===== src/rtl/alu_cmd_issue.sv =====
// alu_cmd_issue: command FIFO and issue stage that tags results of a 2-edge-latency registered ALU
module alu_cmd_issue #(
  parameter int N     = 4,
  parameter int DEPTH = 4,
  parameter int TAGW  = 2
) (
  input  logic                     clk,
  input  logic                     rst,
  input  logic                     in_valid,
  output logic                     in_ready,
  input  logic [N-1:0]             in_a,
  input  logic [N-1:0]             in_b,
  input  logic [1:0]               in_op,
  input  logic                     issue_en,
  output logic [N-1:0]             alu_a,
  output logic [N-1:0]             alu_b,
  output logic [1:0]               alu_op,
  input  logic [2*N-1:0]           alu_res,
  output logic                     res_valid,
  output logic [2*N-1:0]           res_data,
  output logic [TAGW-1:0]          res_tag,
  output logic [$clog2(DEPTH):0]   count
);
  localparam int AW = $clog2(DEPTH);
  localparam int EW = 2 + 2 * N;
  logic [EW-1:0]   r_mem [DEPTH];
  logic [AW-1:0]   r_wp, r_rp;
  logic [AW:0]     r_count;
  logic            r_v1, r_v2;
  logic [TAGW-1:0] r_t1, r_t2, r_tag;
  logic            w_push, w_issue;
  logic [EW-1:0]   w_head;
  // in_ready looks only at registered occupancy, so a full FIFO refuses even while popping
  always_comb begin
    in_ready  = r_count < (AW+1)'(DEPTH);
    w_push    = in_valid && in_ready;
    w_issue   = issue_en && (r_count != '0);
    w_head    = r_mem[r_rp];
    {alu_op, alu_a, alu_b} = w_issue ? w_head : '0;
    count     = r_count;
    res_valid = r_v2;
    res_tag   = r_t2;
    res_data  = alu_res;
  end
  always_ff @(posedge clk)
    if (w_push) r_mem[r_wp] <= {in_op, in_a, in_b};
  // v1/v2 mirror the ALU's input and output registers
  always_ff @(posedge clk) begin
    if (!rst) begin
      r_wp    <= '0;
      r_rp    <= '0;
      r_count <= '0;
      r_v1    <= 1'b0;
      r_v2    <= 1'b0;
      r_t1    <= '0;
      r_t2    <= '0;
      r_tag   <= '0;
    end else begin
      if (w_push) r_wp <= r_wp + 1'b1;
      if (w_issue) r_rp <= r_rp + 1'b1;
      if (w_issue) r_tag <= r_tag + 1'b1;
      r_count <= r_count + (AW+1)'(w_push) - (AW+1)'(w_issue);
      r_v1    <= w_issue;
      r_t1    <= r_tag;
      r_v2    <= r_v1;
      r_t2    <= r_t1;
    end
  end
endmodule


===== config.mk =====
export PLATFORM = sky130hd
export DESIGN_NAME = alu_cmd_issue
export DESIGN_NICKNAME = d
export VERILOG_FILES = /design/src/rtl/alu_cmd_issue.sv
export SDC_FILE = /design/constraint.sdc
export NUM_CORES = 1
export LEC_CHECK = 0
export BUFFER_PORTS_ARGS = -buffer_cell sky130_fd_sc_hd__buf_4
export CAP_MARGIN = 20
export CORE_MARGIN = 1.5
export CORE_UTILIZATION = 36
export CTS_CLUSTER_DIAMETER = 100
export DETAILED_ROUTE_END_ITERATION = 7
export PLACE_DENSITY_LB_ADDON = 0.2
export SYNTH_ARGS = -nofsm -noshare
export SYNTH_HDL_FRONTEND = slang
export SYNTH_SLANG_ARGS = --single-unit

===== constraint.sdc =====
create_clock -name clk -period 3.4 [get_ports clk]
set_clock_uncertainty 0.15 [all_clocks]
set_input_delay 0.17 -clock clk [delete_from_list [all_inputs] [get_ports clk]]
set_output_delay 0.17 -clock clk [all_outputs]
set_load 0.01 [all_outputs]

Yosys cells after proc, flatten, opt, wreduce, memory -nomap -nowiden
Memories as Yosys holds them, arrays and structs flattened. A register that Yosys moved wholly into a read port is not among the register bits.
Cells that the tools add are included.
{ "word_totals": {"regBits": 15, "ramBits": 40, "in_bits": 22, "out_inout_bits": 25, "elab_cells": 23, "n_memories": 1} }
{ "mem_list": {"columns": ["name", "words", "width", "read_ports", "rd_ports_with_merged_regs", "write_ports", "line", "source"], "rows": [
  ["r_mem", 4, 10, 1, 1, 1, "26", "logic [EW-1:0] r_mem [DEPTH];"]
]} }
{ "classes": {"addsub": 5, "order_cmp": 1, "muxes": 5, "n_reduce_logical": 3} }
{ "op_table": {"columns": ["operator", "count"], "rows": [
  ["10-bit two-way mux", 1],
  ["2-bit by 1-bit adder with 2-bit output (second input constant)", 3],
  ["2-bit two-way mux", 2],
  ["3-bit by 1-bit adder with 3-bit output", 1],
  ["3-bit less-than comparator (second input constant)", 1],
  ["3-bit nonzero test", 1],
  ["3-bit by 1-bit subtractor with 3-bit output", 1],
  ["1-bit logical AND", 2],
  ["1-bit two-way mux", 2]
]} }

Logic depth before layout (Yosys ltp)
Gate-level depths: netlist (run 1).
{ "depth": {"depth_word": 4, "ltp_mapped": 11, "mapped_depth_nobuf": 10} }

Worst setup path before layout (run 1)
OpenSTA, ideal clock, no wires.
{ "synth_timing": {"path_type": "register -> register", "start": "register r_count[1], in the netlist count[1]", "end": "register r_count[2], in the netlist count[2]", "setup_ns": 0.118, "arrival_ns": 2.161, "t_required_ns": 3.132, "setup_slack_ns": 0.971, "stages_incl_launch_ff": 12, "n_path_buf": 1, "synth_period_minus_slack_ns": 2.429, "cell_sequence": "dfxtp_1 > o31ai_4 > buf_6 > inv_2 > ha_1 > inv_1 > ha_1 > inv_1 > fa_1 > xnor2_1 > xnor2_1 > nor2_1"} }
{ "synth_via": {"elab_cells_between_ends": 6, "cone_classes": "add/sub (2); order compare (1); reduce/logical (3)"} }
{ "synth_rtl": {"columns": ["element", "line", "source"], "rows": [
  ["from (decl)", "28", "logic [AW:0] r_count;"],
  ["from (signal assigned)", "62", "r_count <= r_count + (AW+1)'(w_push) - (AW+1)'(w_issue);"],
  ["3-bit nonzero test", "37", "w_issue = issue_en && (r_count != '0);"],
  ["1-bit logical AND", "37", null],
  ["via w_issue", "31", "logic w_push, w_issue;"],
  ["3-bit by 1-bit subtractor with 3-bit output", "62", null]
]} }
The timed path passes the listed nets, and every way through them passes these cells.
A chain may end at the register's enable or synchronous reset.

Final worst setup path (run 1)
Same ends and word-level chain as after synthesis.

==> results of run 1 <==
[cells in the mapped netlist]
cell      count
mux2i_1       1
and2_1       10
buf_6         2
fa_1          1
mux4_2       10
buf_4         8
nor2_1       10
edfxtp_1     40
clkbuf_2      1
dfxtp_1      17
inv_1         6
inv_2         1
o311ai_1      2
xor2_1        4
nor2b_1       7
ha_1          6
o31ai_4       1
nor2b_4       4
clkbuf_1      1
clkinv_1      1
xnor2_1       3
[through the flow]
step / worst slack, ps / utilization (%)
after global placement: 968 / 41.9
after floorplan: 971 / -
after CTS: 862 / 47.5
after detailed placement: 884 / 41.9
after global routing: 717 / 47.5
final: 873 / 47.5
[final cells by class]
cell class / instances / share of cell area, %
Sequential cell: 57 / 53.8
Multi-Input combinational cell: 59 / 22.0
Timing Repair Buffer: 42 / 12.0
Clock buffer: 15 / 6.86
Tap cell: 75 / 3.28
Clock inverter: 1 / 1.05
Inverter: 8 / 1.05
[power groups by stage]
| stage | logic [uW] | clock network, uW | registers [uW] |
|---|---|---|---|
| floorplan | 369 | 0 | 909 |
| global placement | 463 | 0 | 949 |
| detailed placement | 476 | 0 | 956 |
| CTS | 489 | 701 | 941 |
| global route | 522 | 736 | 956 |
| finish | 476 | 686 | 935 |
[worst max path at each step]
stage                  start        to  slack, ps  cells after the start
floorplan           count[1]  count[2]        970                     11
global placement    count[1]  count[2]        970                     11
detailed placement  count[1]  count[2]        880                     11
CTS                 count[2]  count[2]        860                     11
global route        count[2]  count[2]        720                     11
finish              count[1]  count[2]        870                     11
[metal layers]
metal / part of all wire, % / GRT usage [%] / up-vias
li1: - / - / 558
met1: 43 / 16.8 / 578
met2: 50 / 19.9 / 25
met3: 4.0 / 3.50 / 12
met4: 2.6 / 9.33 / 0
met5: 0 / 0 / -
[registers in the layout, indices dropped and copies added (netlist names), named ones only]
signal and count:
r_tag 2, r_rp 2, r_mem 40, r_wp 2, count 3, r_t1 2
res_valid 1, r_v1 1, res_tag 2
[what timing repair did]
item / 4_1_cts / 5_1_grt
resized for setup: 0 / 0
hold buffers: 11 / 0
endpoints found under the hold margin: 46 / 0
[worst max-delay path: stages (launching register included)]
cell and delay, ps:
dfxtp_1 400, o31ai_4 230, buf_4 310, inv_2 50
ha_1 270, inv_1 60, ha_1 130, inv_1 50
fa_1 370, xnor2_1 210, xnor2_1 140, nor2_1 50
[cells by family after synthesis]
kind of cell / synth area share (%)
AOI/OAI and AO/OA: 1.69
xor gates and xnor gates: 2.67
adders and majority gates: 4.15
buffers and inverters: 5.29
DFF: 67.2
muxes: 10.3
and+or+nand+nor: 8.68
==> impl_metrics.env, run 1 <==
export IMPL_setup_viol=0
export IMPL_die_x_um=82.8
export IMPL_clock_sinks=57
export IMPL_wire_per_inst_um=15.2
export IMPL_power_share_combinational_pct=22.7
export IMPL_final_net_count=206
export IMPL_instances_no_fill=257
export IMPL_status="finished clean"
export IMPL_antennaDiodeCount=0
export IMPL_synth_top_cell_area_share_pct=52.4
export IMPL_slew_headroom_pct=54.3
export IMPL_die_h_um=82.8
export IMPL_cts_tree="built"
export IMPL_whs_endpoint="r_tag[1]"
export IMPL_p_leak_uw=0.00108
export IMPL_power_density_nw_per_um2=732
export IMPL_synth_nets=165
export IMPL_drc_errors=0
export IMPL_power_uw=2100
export IMPL_cp_arrival_ps=2590
export IMPL_netSwitchingPower_uw=538
export IMPL_netlist_top_cell_by_area="edfxtp_1"
export IMPL_multiInputGateArea_um2=629
export IMPL_regArea_um2=1540
export IMPL_netlist_area_um2=2290
export IMPL_grt_max_degree=15
export IMPL_r2r_start="count[1]"
export IMPL_cts_buffers=9
export IMPL_pwr_share_seq_pct=44.6
export IMPL_clockPowerShare_pct=32.7
export IMPL_worstSetupPathType="flop to flop"
export IMPL_drive_above_1_share_pct=34.1
export IMPL_hold_class="primary input to flop"
export IMPL_tightestPinTransition_ps=685
export IMPL_dp_cells=230
export IMPL_whs_path_depth=4
export IMPL_critPathLaunchType="flop"
export IMPL_final_cell_mix="40 x edfxtp_1, 31 x buf_4, 17 x dfxtp_1"
export IMPL_rows=28
export IMPL_syn_to_final_growth_pct=24.9
export IMPL_fin_tns_setup_ps=0
export IMPL_ant_nets=0
export IMPL_reg2reg_slack_ps=870
export IMPL_max_cap_violations=0
export IMPL_viasPerCell=4.56
export IMPL_switching_share_pct=25.6
export IMPL_clk_pin_slew_ps=60
export IMPL_post_cts_buffers=0
export IMPL_vias=1173
export IMPL_drt_iter0_markers=33
export IMPL_place_area_um2=2530
export IMPL_slew_viol_final=0
export IMPL_num_fill_cells=544
export IMPL_finalCritPeriodShare_pct=74.3
export IMPL_holdWs_ps=104
export IMPL_htreeDepth=3
export IMPL_ys_types=21
export IMPL_ios=47
export IMPL_synth_seq_area_share_pct=67.2
export IMPL_grt_overflow=0
export IMPL_portBuffers=30
export IMPL_grt_usage_pct=13.3
export IMPL_stdcell_area_um2=2860
export IMPL_die_area_um2=6860
export IMPL_syn_inst=136
export IMPL_reg2reg_depth=11
export IMPL_dp_hpwl_um=2540
export IMPL_synth_warnings=0
export IMPL_antenna_found_initial=0
export IMPL_grt_pass1_vias=1238
export IMPL_clockBufferDepth=2
export IMPL_synth_area_top_cells="edfxtp_1 52%, dfxtp_1 15%, mux4_2 9.8%"
export IMPL_final_common_cell="edfxtp_1"
export IMPL_place_congestion=0.787
export IMPL_ys_seq_elements=57
export IMPL_routed_wl_um=3890
export IMPL_period_minus_slack_ps=2530
export IMPL_hold_start="issue_en"
export IMPL_vdd_drop_max_mv=0.292
export IMPL_worstPathMaxFanout=14
export IMPL_p_int_uw=1560
export IMPL_worst_r2r_endpoint="count[2]"
export IMPL_clockRootBuffer="clkbuf_8"
export IMPL_core_area_um2=6030
export IMPL_grt_pass1_wl_um=6230
export IMPL_start_util_pct=38.0
export IMPL_hold_violations=0
export IMPL_fmax_ghz=0.396
export IMPL_avgSynthCellArea_um2=16.9
export IMPL_dr_pass1_iters=4
export IMPL_rsz0062_at_grt="no"
export IMPL_clk_latency_ps=320
export IMPL_cp_required_ps=3460
export IMPL_end_kind="flop"
(Power assumes the default switching activity.)
==> run 2, diff against run 1 <==
==> constraint.sdc (replaced) <==
create_clock -name clk -period 2.4 [get_ports clk]
set_clock_uncertainty 0.15 [all_clocks]
set_input_delay 0.12 -clock clk [delete_from_list [all_inputs] [get_ports clk]]
set_output_delay 0.12 -clock clk [all_outputs]
set_load 0.01 [all_outputs]
==> run 2 against run 1 <==
  * Maximum frequency rose by 13%
  * Count of clock-buffer cells in the layout fell by 3
  * Non-clock buffer count rose by 2
  * Final area fell by 1.6%
  * Hold slack got worse by 36 ps
  * Via count rose by 1.2%
  * Setup slack got worse by 700 ps
  * Flip-flop and latch count did not move
  * Final cell count rose by 0.78%
  * Critical path type unchanged
  * Critical endpoint unchanged
==> impl_metrics.env, run 2 (synthesis gave the netlist of run 1 again) <==
export IMPL_wire_per_inst_um=15.4
export IMPL_die_x_um=82.8
export IMPL_ant_nets=0
export IMPL_final_cell_mix="40 x edfxtp_1, 33 x buf_4, 16 x dfxtp_1"
export IMPL_critPathLaunchType="flop"
export IMPL_hold_violations=0
export IMPL_clk_pin_slew_ps=60
export IMPL_hold_start="issue_en"
export IMPL_period_minus_slack_ps=2230
export IMPL_cts_tree="built"
export IMPL_critPathLaunch="count[2]"
export IMPL_p_int_uw=2000
export IMPL_final_net_count=208
export IMPL_vdd_drop_max_mv=0.585
export IMPL_rows=28
export IMPL_reg2reg_depth=10
export IMPL_largest_register="r_mem"
export IMPL_die_area_um2=6860
export IMPL_hold_class="primary input to flop"
export IMPL_cts_buffers=9
export IMPL_fmax_ghz=0.449
export IMPL_antennaDiodeCount=0
export IMPL_dp_hpwl_um=2660
export IMPL_ios=47
export IMPL_slew_headroom_pct=60.5
export IMPL_top_usage_layer="met2"
export IMPL_clockBufferDepth=2
export IMPL_postLayoutCoreUtil_pct=46.8
export IMPL_clockRootBuffer="clkbuf_8"
export IMPL_die_h_um=82.8
export IMPL_clock_sinks=57
export IMPL_status="finished clean"
export IMPL_r2r_start="count[2]"
export IMPL_grt_pass1_wl_um=5990
export IMPL_htreeDepth=3
export IMPL_drive_above_1_share_pct=34.8
export IMPL_worstSetupPathType="flop to flop"
export IMPL_clk_latency_ps=320
export IMPL_drt_iter0_markers=53
export IMPL_tightestPinTransition_ps=593
export IMPL_finalCritPeriodShare_pct=92.9
export IMPL_fin_tns_setup_ps=0
export IMPL_final_common_cell="edfxtp_1"
export IMPL_slew_viol_final=0
export IMPL_setup_viol=0
export IMPL_vias=1187
export IMPL_cp_arrival_ps=2280
export IMPL_p_leak_uw=0.00106
export IMPL_start_util_pct=38.0
export IMPL_drc_errors=0
export IMPL_grt_usage_pct=12.8
export IMPL_setup_slack_ps=171
export IMPL_cp_required_ps=2450
export IMPL_antenna_found_initial=0
export IMPL_reg2reg_slack_ps=170
export IMPL_viasPerCell=4.58
export IMPL_grt_pass1_vias=1209
export IMPL_post_cts_buffers=0
export IMPL_switching_share_pct=27.6
export IMPL_syn_to_final_growth_pct=23.0
export IMPL_grtUsageMet1_pct=14.9
export IMPL_netSwitchingPower_uw=762
export IMPL_core_area_um2=6030
export IMPL_postCtsHoldBufs=11
export IMPL_portBuffers=30
export IMPL_grt_use_met3_pct=3.28
export IMPL_pwr_share_seq_pct=46.6
export IMPL_place_congestion=0.779
export IMPL_use_met2_pct=21.1
export IMPL_power_share_combinational_pct=26.7
export IMPL_whs_path_depth=4
export IMPL_power_density_nw_per_um2=979
export IMPL_largest_reg_flops=40
export IMPL_grt_overflow=0
export IMPL_end_kind="flop"
export IMPL_max_cap_violations=0
export IMPL_post_place_ws_ps=146
export IMPL_cts_resized_gates=0
export IMPL_rsz0062_at_grt="no"
export IMPL_worstPathMaxFanout=6
export IMPL_grt_max_degree=14
export IMPL_dr_pass1_iters=4
export IMPL_clockPowerShare_pct=26.7
export IMPL_routed_wl_um=3990
run 2: power by group through the flow:
stage	clock [uW]	sequential (uW)	combinational (uW)
after floorplan	0	1290	523
after global placement	0	1300	713
after detailed placement	0	1310	739
after CTS	762	1290	756
after global routing	808	1300	810
final	738	1290	735
run 2: final timing paths:
kind,end
setup / recovery,count[2]
hold / removal,r_tag[1]
setup reg to reg,count[2]
hold reg to reg,res_tag[0]
run 2: critical path: stages (launching register included):
cell and delay (ps):
dfxtp_2 360, o31ai_4 270, inv_2 50, ha_1 270, inv_1 60, ha_1 130, inv_1 50, fa_1 370
xnor2_1 190, xnor2_1 150, nor2_1 60
run 2: layout make-up:
| cell class | instances | area (um^2) |
|---|---|---|
| fillers | 538 | 3210 |
| flip-flops and latches | 57 | 1540 |
| multi-input cells | 59 | 629 |
| repair buffers | 44 | 358 |
| clock buffers | 12 | 145 |
| well taps | 75 | 93.8 |
| inverters | 8 | 30.0 |
| clock inverters | 4 | 20.0 |
run 2: per-layer routing:
| metal | routed length [um] | vias to the layer above | part of all wire (%) |
|---|---|---|---|
| met5 | 0 | - | 0 |
| met2 | 2200 | 22 | 55 |
| li1 | - | 563 | - |
| met1 | 1570 | 595 | 39 |
| met3 | 150 | 7 | 3.8 |
| met4 | 74 | 0 | 1.9 |
run 2: metrics by stage:
| stage | area, um^2 | hold WS [ps] | power (uW) | std cells |
|---|---|---|---|---|
| after floorplan | 2290 | 68.9 | 1810 | 136 |
| after global placement | 2540 | 90.1 | 2010 | 232 |
| after detailed placement | 2540 | 90.1 | 2050 | 232 |
| after CTS | 2820 | 58.6 | 2810 | 259 |
| after global routing | 2820 | 90.0 | 2920 | 259 |
| final | 2820 | 68.1 | 2760 | 259 |
